===== src/rtl/cnn_layer_accel_job_sequencer.sv =====
// Job sequencer for one cnn_layer_accel_quad: writes config slots, launches the job,
// brokers quad fetch requests to an external fetch engine and acknowledges completion.
module cnn_layer_accel_job_sequencer #(
    parameter int unsigned C_TIMEOUT_CYCLES = 65536,
    parameter int unsigned C_JOB_CNT_WIDTH  = 16
) (
    input  logic                       clk_if,
    input  logic                       rst,
    input  logic                       desc_valid,
    output logic                       desc_ready,
    input  logic [127:0]               desc_params,
    input  logic [3:0]                 desc_cfg_mask,
    input  logic [511:0]               desc_cfg_data,
    output logic [3:0]                 config_valid,
    input  logic [3:0]                 config_accept,
    output logic [127:0]               config_data,
    output logic                       job_start,
    input  logic                       job_accept,
    output logic [127:0]               job_parameters,
    input  logic                       job_fetch_request,
    output logic                       job_fetch_ack,
    output logic                       job_fetch_complete,
    input  logic                       job_complete,
    output logic                       job_complete_ack,
    output logic                       fetch_go,
    input  logic                       fetch_done,
    output logic                       busy,
    output logic                       error,
    input  logic                       err_clear,
    output logic [C_JOB_CNT_WIDTH-1:0] jobs_done
);

    localparam int unsigned WdWidth = $clog2(C_TIMEOUT_CYCLES);
    localparam logic [WdWidth-1:0] WdLast = WdWidth'(C_TIMEOUT_CYCLES - 1);

    typedef enum logic [3:0] {
        StIdle,
        StConfig,
        StStart,
        StFetchWait,
        StFetchAck,
        StFetchRun,
        StFetchDone,
        StRun,
        StCmplAck,
        StError
    } state_e;

    state_e                     state_q, state_d;
    logic [WdWidth-1:0]         wd_q, wd_d;
    logic [1:0]                 slot_q, slot_d;
    logic [3:0]                 mask_q, mask_d;
    logic [127:0]               params_q, params_d;
    logic [3:0][127:0]          data_q, data_d;
    logic [C_JOB_CNT_WIDTH-1:0] jobs_q, jobs_d;
    logic [2:0]                 hit;
    logic                       slot_adv;
    logic                       waiting;

    logic         desc_ready_q, desc_ready_d;
    logic [3:0]   config_valid_q, config_valid_d;
    logic [127:0] config_data_q, config_data_d;
    logic         job_start_q, job_start_d;
    logic [127:0] job_parameters_q, job_parameters_d;
    logic         job_fetch_ack_q, job_fetch_ack_d;
    logic         job_fetch_complete_q, job_fetch_complete_d;
    logic         job_complete_ack_q, job_complete_ack_d;
    logic         fetch_go_q, fetch_go_d;
    logic         busy_q, busy_d;
    logic         error_q, error_d;

    // {found, index} of the lowest set bit
    function automatic logic [2:0] lowest_set(input logic [3:0] m);
        logic [2:0] r;
        r = 3'b000;
        for (int k = 3; k >= 0; k--) begin
            if (m[k]) r = {1'b1, 2'(k)};
        end
        return r;
    endfunction

    always_ff @(posedge clk_if) begin
        if (!rst) begin
            state_q              <= StIdle;
            wd_q                 <= '0;
            slot_q               <= '0;
            mask_q               <= '0;
            params_q             <= '0;
            data_q               <= '0;
            jobs_q               <= '0;
            desc_ready_q         <= 1'b0;
            config_valid_q       <= '0;
            config_data_q        <= '0;
            job_start_q          <= 1'b0;
            job_parameters_q     <= '0;
            job_fetch_ack_q      <= 1'b0;
            job_fetch_complete_q <= 1'b0;
            job_complete_ack_q   <= 1'b0;
            fetch_go_q           <= 1'b0;
            busy_q               <= 1'b0;
            error_q              <= 1'b0;
        end else begin
            state_q              <= state_d;
            wd_q                 <= wd_d;
            slot_q               <= slot_d;
            mask_q               <= mask_d;
            params_q             <= params_d;
            data_q               <= data_d;
            jobs_q               <= jobs_d;
            desc_ready_q         <= desc_ready_d;
            config_valid_q       <= config_valid_d;
            config_data_q        <= config_data_d;
            job_start_q          <= job_start_d;
            job_parameters_q     <= job_parameters_d;
            job_fetch_ack_q      <= job_fetch_ack_d;
            job_fetch_complete_q <= job_fetch_complete_d;
            job_complete_ack_q   <= job_complete_ack_d;
            fetch_go_q           <= fetch_go_d;
            busy_q               <= busy_d;
            error_q              <= error_d;
        end
    end

    always_comb begin
        state_d  = state_q;
        slot_d   = slot_q;
        mask_d   = mask_q;
        params_d = params_q;
        data_d   = data_q;
        jobs_d   = jobs_q;
        wd_d     = '0;
        hit      = 3'b000;
        slot_adv = 1'b0;
        unique case (state_q)
            StIdle: begin
                if (desc_valid && desc_ready_q) begin
                    params_d = desc_params;
                    mask_d   = desc_cfg_mask;
                    data_d   = desc_cfg_data;
                    hit      = lowest_set(desc_cfg_mask);
                    if (hit[2]) begin
                        state_d = StConfig;
                        slot_d  = hit[1:0];
                    end else begin
                        state_d = StStart;
                    end
                end
            end
            StConfig: begin
                if (config_accept[slot_q]) begin
                    hit = lowest_set(mask_q & 4'(4'b1110 << slot_q));
                    if (hit[2]) begin
                        slot_d   = hit[1:0];
                        slot_adv = 1'b1;
                    end else begin
                        state_d = StStart;
                    end
                end
            end
            StStart:     if (job_accept) state_d = StFetchWait;
            StFetchWait, StRun: begin
                if (job_complete)           state_d = StCmplAck;
                else if (job_fetch_request) state_d = StFetchAck;
            end
            StFetchAck:  state_d = StFetchRun;
            StFetchRun:  if (fetch_done) state_d = StFetchDone;
            StFetchDone: state_d = StRun;
            StCmplAck:   state_d = StIdle;
            StError:     if (err_clear) state_d = StIdle;
            default:     state_d = StIdle;
        endcase

        // A slot handover counts as progress; only a genuine stall ages the watchdog.
        waiting = state_q inside {StConfig, StStart, StFetchWait, StFetchRun, StRun};
        if (waiting && (state_d == state_q) && !slot_adv) begin
            if (wd_q == WdLast) state_d = StError;
            else                wd_d    = wd_q + WdWidth'(1);
        end

        if (state_d == StCmplAck) jobs_d = jobs_q + C_JOB_CNT_WIDTH'(1);
    end

    // Outputs are decoded from the next state so they register on the deciding edge.
    always_comb begin
        desc_ready_d         = (state_d == StIdle);
        config_valid_d       = '0;
        config_data_d        = '0;
        if (state_d == StConfig) begin
            config_valid_d = 4'b0001 << slot_d;
            config_data_d  = data_d[slot_d];
        end
        job_start_d          = (state_d == StStart);
        job_parameters_d     = (state_d == StStart) ? params_d : '0;
        job_fetch_ack_d      = (state_d == StFetchAck);
        fetch_go_d           = (state_d == StFetchAck);
        job_fetch_complete_d = (state_d == StFetchDone);
        job_complete_ack_d   = (state_d == StCmplAck);
        busy_d               = (state_d != StIdle) && (state_d != StError);
        error_d              = (state_d == StError);
    end

    assign desc_ready         = desc_ready_q;
    assign config_valid       = config_valid_q;
    assign config_data        = config_data_q;
    assign job_start          = job_start_q;
    assign job_parameters     = job_parameters_q;
    assign job_fetch_ack      = job_fetch_ack_q;
    assign job_fetch_complete = job_fetch_complete_q;
    assign job_complete_ack   = job_complete_ack_q;
    assign fetch_go           = fetch_go_q;
    assign busy               = busy_q;
    assign error              = error_q;
    assign jobs_done          = jobs_q;

endmodule

===== config.mk =====
export PLATFORM = sky130hd
export DESIGN_NAME = cnn_layer_accel_job_sequencer
export DESIGN_NICKNAME = d
export VERILOG_FILES = /design/src/rtl/cnn_layer_accel_job_sequencer.sv
export SDC_FILE = /design/constraint.sdc
export NUM_CORES = 2
export LEC_CHECK = 0
export ABC_AREA = 0
export CAP_MARGIN = 20
export CORE_AREA = 5 5 363 365
export DETAILED_ROUTE_END_ITERATION = 6
export DIE_AREA = 0 0 368 370
export PLACE_DENSITY = 0.48
export SETUP_SLACK_MARGIN = 0.5
export SYNTH_ARGS = -nofsm -noshare
export SYNTH_HDL_FRONTEND = slang
export SYNTH_SLANG_ARGS = --single-unit

===== constraint.sdc =====
create_clock -name clk_if -period 2.75 [get_ports clk_if]
set_clock_uncertainty 0.1 [all_clocks]
set_input_delay 0.55 -clock clk_if [delete_from_list [all_inputs] [get_ports clk_if]]
set_output_delay 0.55 -clock clk_if [all_outputs]
set_load 0.05 [all_outputs]

==> run summary <==
Clock power share - 28.6%
Int Pwr - 33.97 mW
Global-route usage over all layers - 21.07%
Max Transition Viols Final - 0
Asr flop ratio synth - 0%
Vias in the first global route - 31700
Worst-path cell chain - clkdlybuf4s50_1, nor2_4, buf_4, nand2_1, a211o_1, or3_4, a211oi_4, buf_4, buf_12, buf_12, clkbuf_16, a211oi_2
DRC Markers - 0
CTS max path bufs - 3
Cts bufs inserted - 110
FP Rows - 132
Reg clk slew, reported paths - 0.06 ns
Max Fclk - 379.2 MHz
Net switching power - 18.88 mW
H-Tree Depth - 3
Largest net degree at the start of global routing - 93
Syn_nets - 4432
Max_cap viols - 0
Fin crit period - 2.637 ns
Die X - 368 µm
Routed wire length per instance - 21.94 µm
Startpoint Class - input pin
Power Density - 931.0 nW/µm²
Final hold viol count - 0
Peak supply drop - 0.5583 mV
Setup CP Type - input pin to flop
Worst-path fanout max - 8
Total power draw - 52.85 mW
Setup violations, final - 0
Setup ws final - 0.1132 ns
Total Routed Length - 150400 µm
CP max-delay cell - clkdlybuf4s50_1
Yosys cell types - 67
Slew @ Worst Pin - 0.6961 ns
Slew HR - 53.78%
# IOs - 940
Outcome - completed
RSZ-0062 raised after global routing - true
Critical path endpoint category - flop
Gate power share - 40.6%
Skew-Pair Late Insertion Delay - 0.73 ns
Layout cells sized above 1 - 20.27%
GR Overflow Total - 0
Final Util - 44.18%
Sequential Power Share - 30.9%
Root buf cell - clkbuf_16
Area grow syn2layout - 55.38%
Via density - 4.551
CP Buf/Inv Count - 6
Mapped Area - 36530 µm²
DRT iter0 DRCs - 1667
Post-Syn Instances - 3774
Clock Sinks - 948
Dpl ws - -0.7439 ns
Average size of a mapped cell - 9.680 µm²
Period utilization - 95.89%
Post-DP HPWL - 111500 µm
HP Class - input pin to flop
Family with the most delay on the worst path - buffers and inverters
CP max stage delay - 0.46 ns
Sw Share - 35.73%
Die Y - 370 µm
Most common cell after layout, fill and taps aside - dfxtp_1
Sequential area share after synthesis - 51.95%
Layout net count - 5720
Critical path arrival - 3.14 ns
GP Congestion - 0.8613
Die Area - 136200 µm²
Yosys reg bits - 948
Core footprint - 128500 µm²
Post-synth EDFFs - 0
Initial core utilization - 28.43%
Antenna viol nets, final - 0
DR vias - 31200
Initial antenna violation count - 53
1st-pass router iterations - 5
Main flop type after synthesis - dfxtp_1
CTS tree - done
Most frequent cells in the layout - 942 x dfxtp_1, 840 x clkdlybuf4s50_1, 677 x nor2_1
Yosys warns - 0
First-pass GRT wire length - 215000 µm
Port Buffers - 939
WP data required - 3.25 ns
Leakage - 22.07 nW
-- power by group through the flow --
| stage | clock (mW) | combinational, mW | sequential, mW |
|---|---|---|---|
| floorplan | 0 | 10.2 | 18.0 |
| global placement | 0 | 20.3 | 16.6 |
| detailed placement | 0 | 20.4 | 16.6 |
| CTS | 15.5 | 21.3 | 16.3 |
| global route | 16.1 | 23.1 | 16.5 |
| finish | 15.1 | 21.4 | 16.3 |
-- cell families after synthesis --
family / after synthesis / synth area share (%)
buffers and inverters: 306 / 4.226
AOI/OAI and AO/OA: 179 / 4.915
and+or+nand+nor: 1672 / 20.61
xor gates and xnor gates: 24 / 0.5754
muxes: 643 / 17.66
adders and majority gates: 2 / 0.06849
DFF: 948 / 51.95
-- registers in the layout, indices dropped and copies added, names as in the netlist, 2 cells and up --
name and count:
config_valid 4, jobs_done 16, params_q 128, data_q 512
mask_q 3, wd_q 16, state_q 4, config_data 128
job_parameters 128, slot_q 2
-- layer usage --
metal | GRT usage [%] | up-vias | part of all wire [%]
met3 | 5.046 | 213 | 6.2
met5 | 0 | - | 0.15
met4 | 6.187 | 34 | 2.6
met1 | 25.79 | 14790 | 42
met2 | 36.81 | 861 | 49
li1 | - | 15310 | -
-- worst reg2reg max path: stages (launching register included) --
cell       delay [ns]
dfxtp_4          0.38
buf_6            0.13
a211oi_4         0.23
a311oi_2         0.08
a211o_1          0.26
or3_4            0.35
a211oi_4         0.28
buf_4            0.17
buf_12           0.14
buf_12           0.17
clkbuf_16        0.17
a211oi_2         0.04
-- final cells by class --
| cell class | count | area [µm²] |
|---|---|---|
| fillers | 12440 | 71730 |
| flip-flops and latches | 948 | 18990 |
| multi-input cells | 2520 | 16540 |
| repair buffers | 1475 | 15230 |
| clock buffers | 169 | 3374 |
| well taps | 1675 | 2096 |
| clock inverters | 32 | 429.2 |
| diodes | 30 | 75.07 |
| inverters | 7 | 33.78 |
-- stage by stage --
step | instance area [µm²] | instances | setup TNS, ns | hold WS, ns
2_1_floorplan | 36650 | 3774 | 0 | 0.3175
3_3_place_gp | 51450 | 6564 | -278.71 | 0.3320
3_5_place_dp | 51450 | 6564 | -270.56 | 0.3436
4_1_cts | 56280 | 6813 | 0 | 0.2776
5_1_grt | 56720 | 6839 | 0 | 0.2184
6_report | 56770 | 6856 | 0 | 0.2610
-- synth_stat cells, types with 3 or more instances --
cell type,n,area (µm²)
nand3_1,267,1336
inv_1,6,22.52
buf_4,13,97.59
o21ai_0,7,35.03
buf_6,23,259.0
xor2_1,16,140.1
o21a_1,3,22.52
and3_1,4,25.02
nor2b_1,3,18.77
nor3_1,28,140.1
and3b_1,3,26.28
xnor2_1,8,70.07
clkbuf_1,122,457.9
a211oi_2,93,1164
a21oi_1,14,70.07
or3_1,6,37.54
nor2_1,678,2545
buf_2,139,695.7
nor3b_1,3,22.52
mux2i_1,640,6406
a211oi_1,37,277.8
nor3_2,109,1091
dfxtp_1,948,18980
nor4_1,5,31.28
nand2_1,538,2019
nand4_1,7,43.79
-- final timing paths --
| path | from | end | slack, ns | depth (start not counted) |
|---|---|---|---|---|
| max | desc_cfg_mask[0] | config_data[44] | 0.11 | 12 |
| max reg2reg | state_q[1] | config_data[44] | 0.13 | 11 |
| min | desc_cfg_mask[1] | mask_q[1] | 0.26 | 4 |
| min reg2reg | wd_q[0] | wd_q[0] | 0.35 | 1 |
-- repair_timing --
item                                    4_1_cts  5_1_grt
resized for setup                           303       45
buffers inserted                             36        6
cloned                                       12        7
pin swaps                                    22       18
endpoints found under the setup margin     1119     1091
hold buffers                                  0        0
Note: power is estimated with default switching activity, not from simulation.
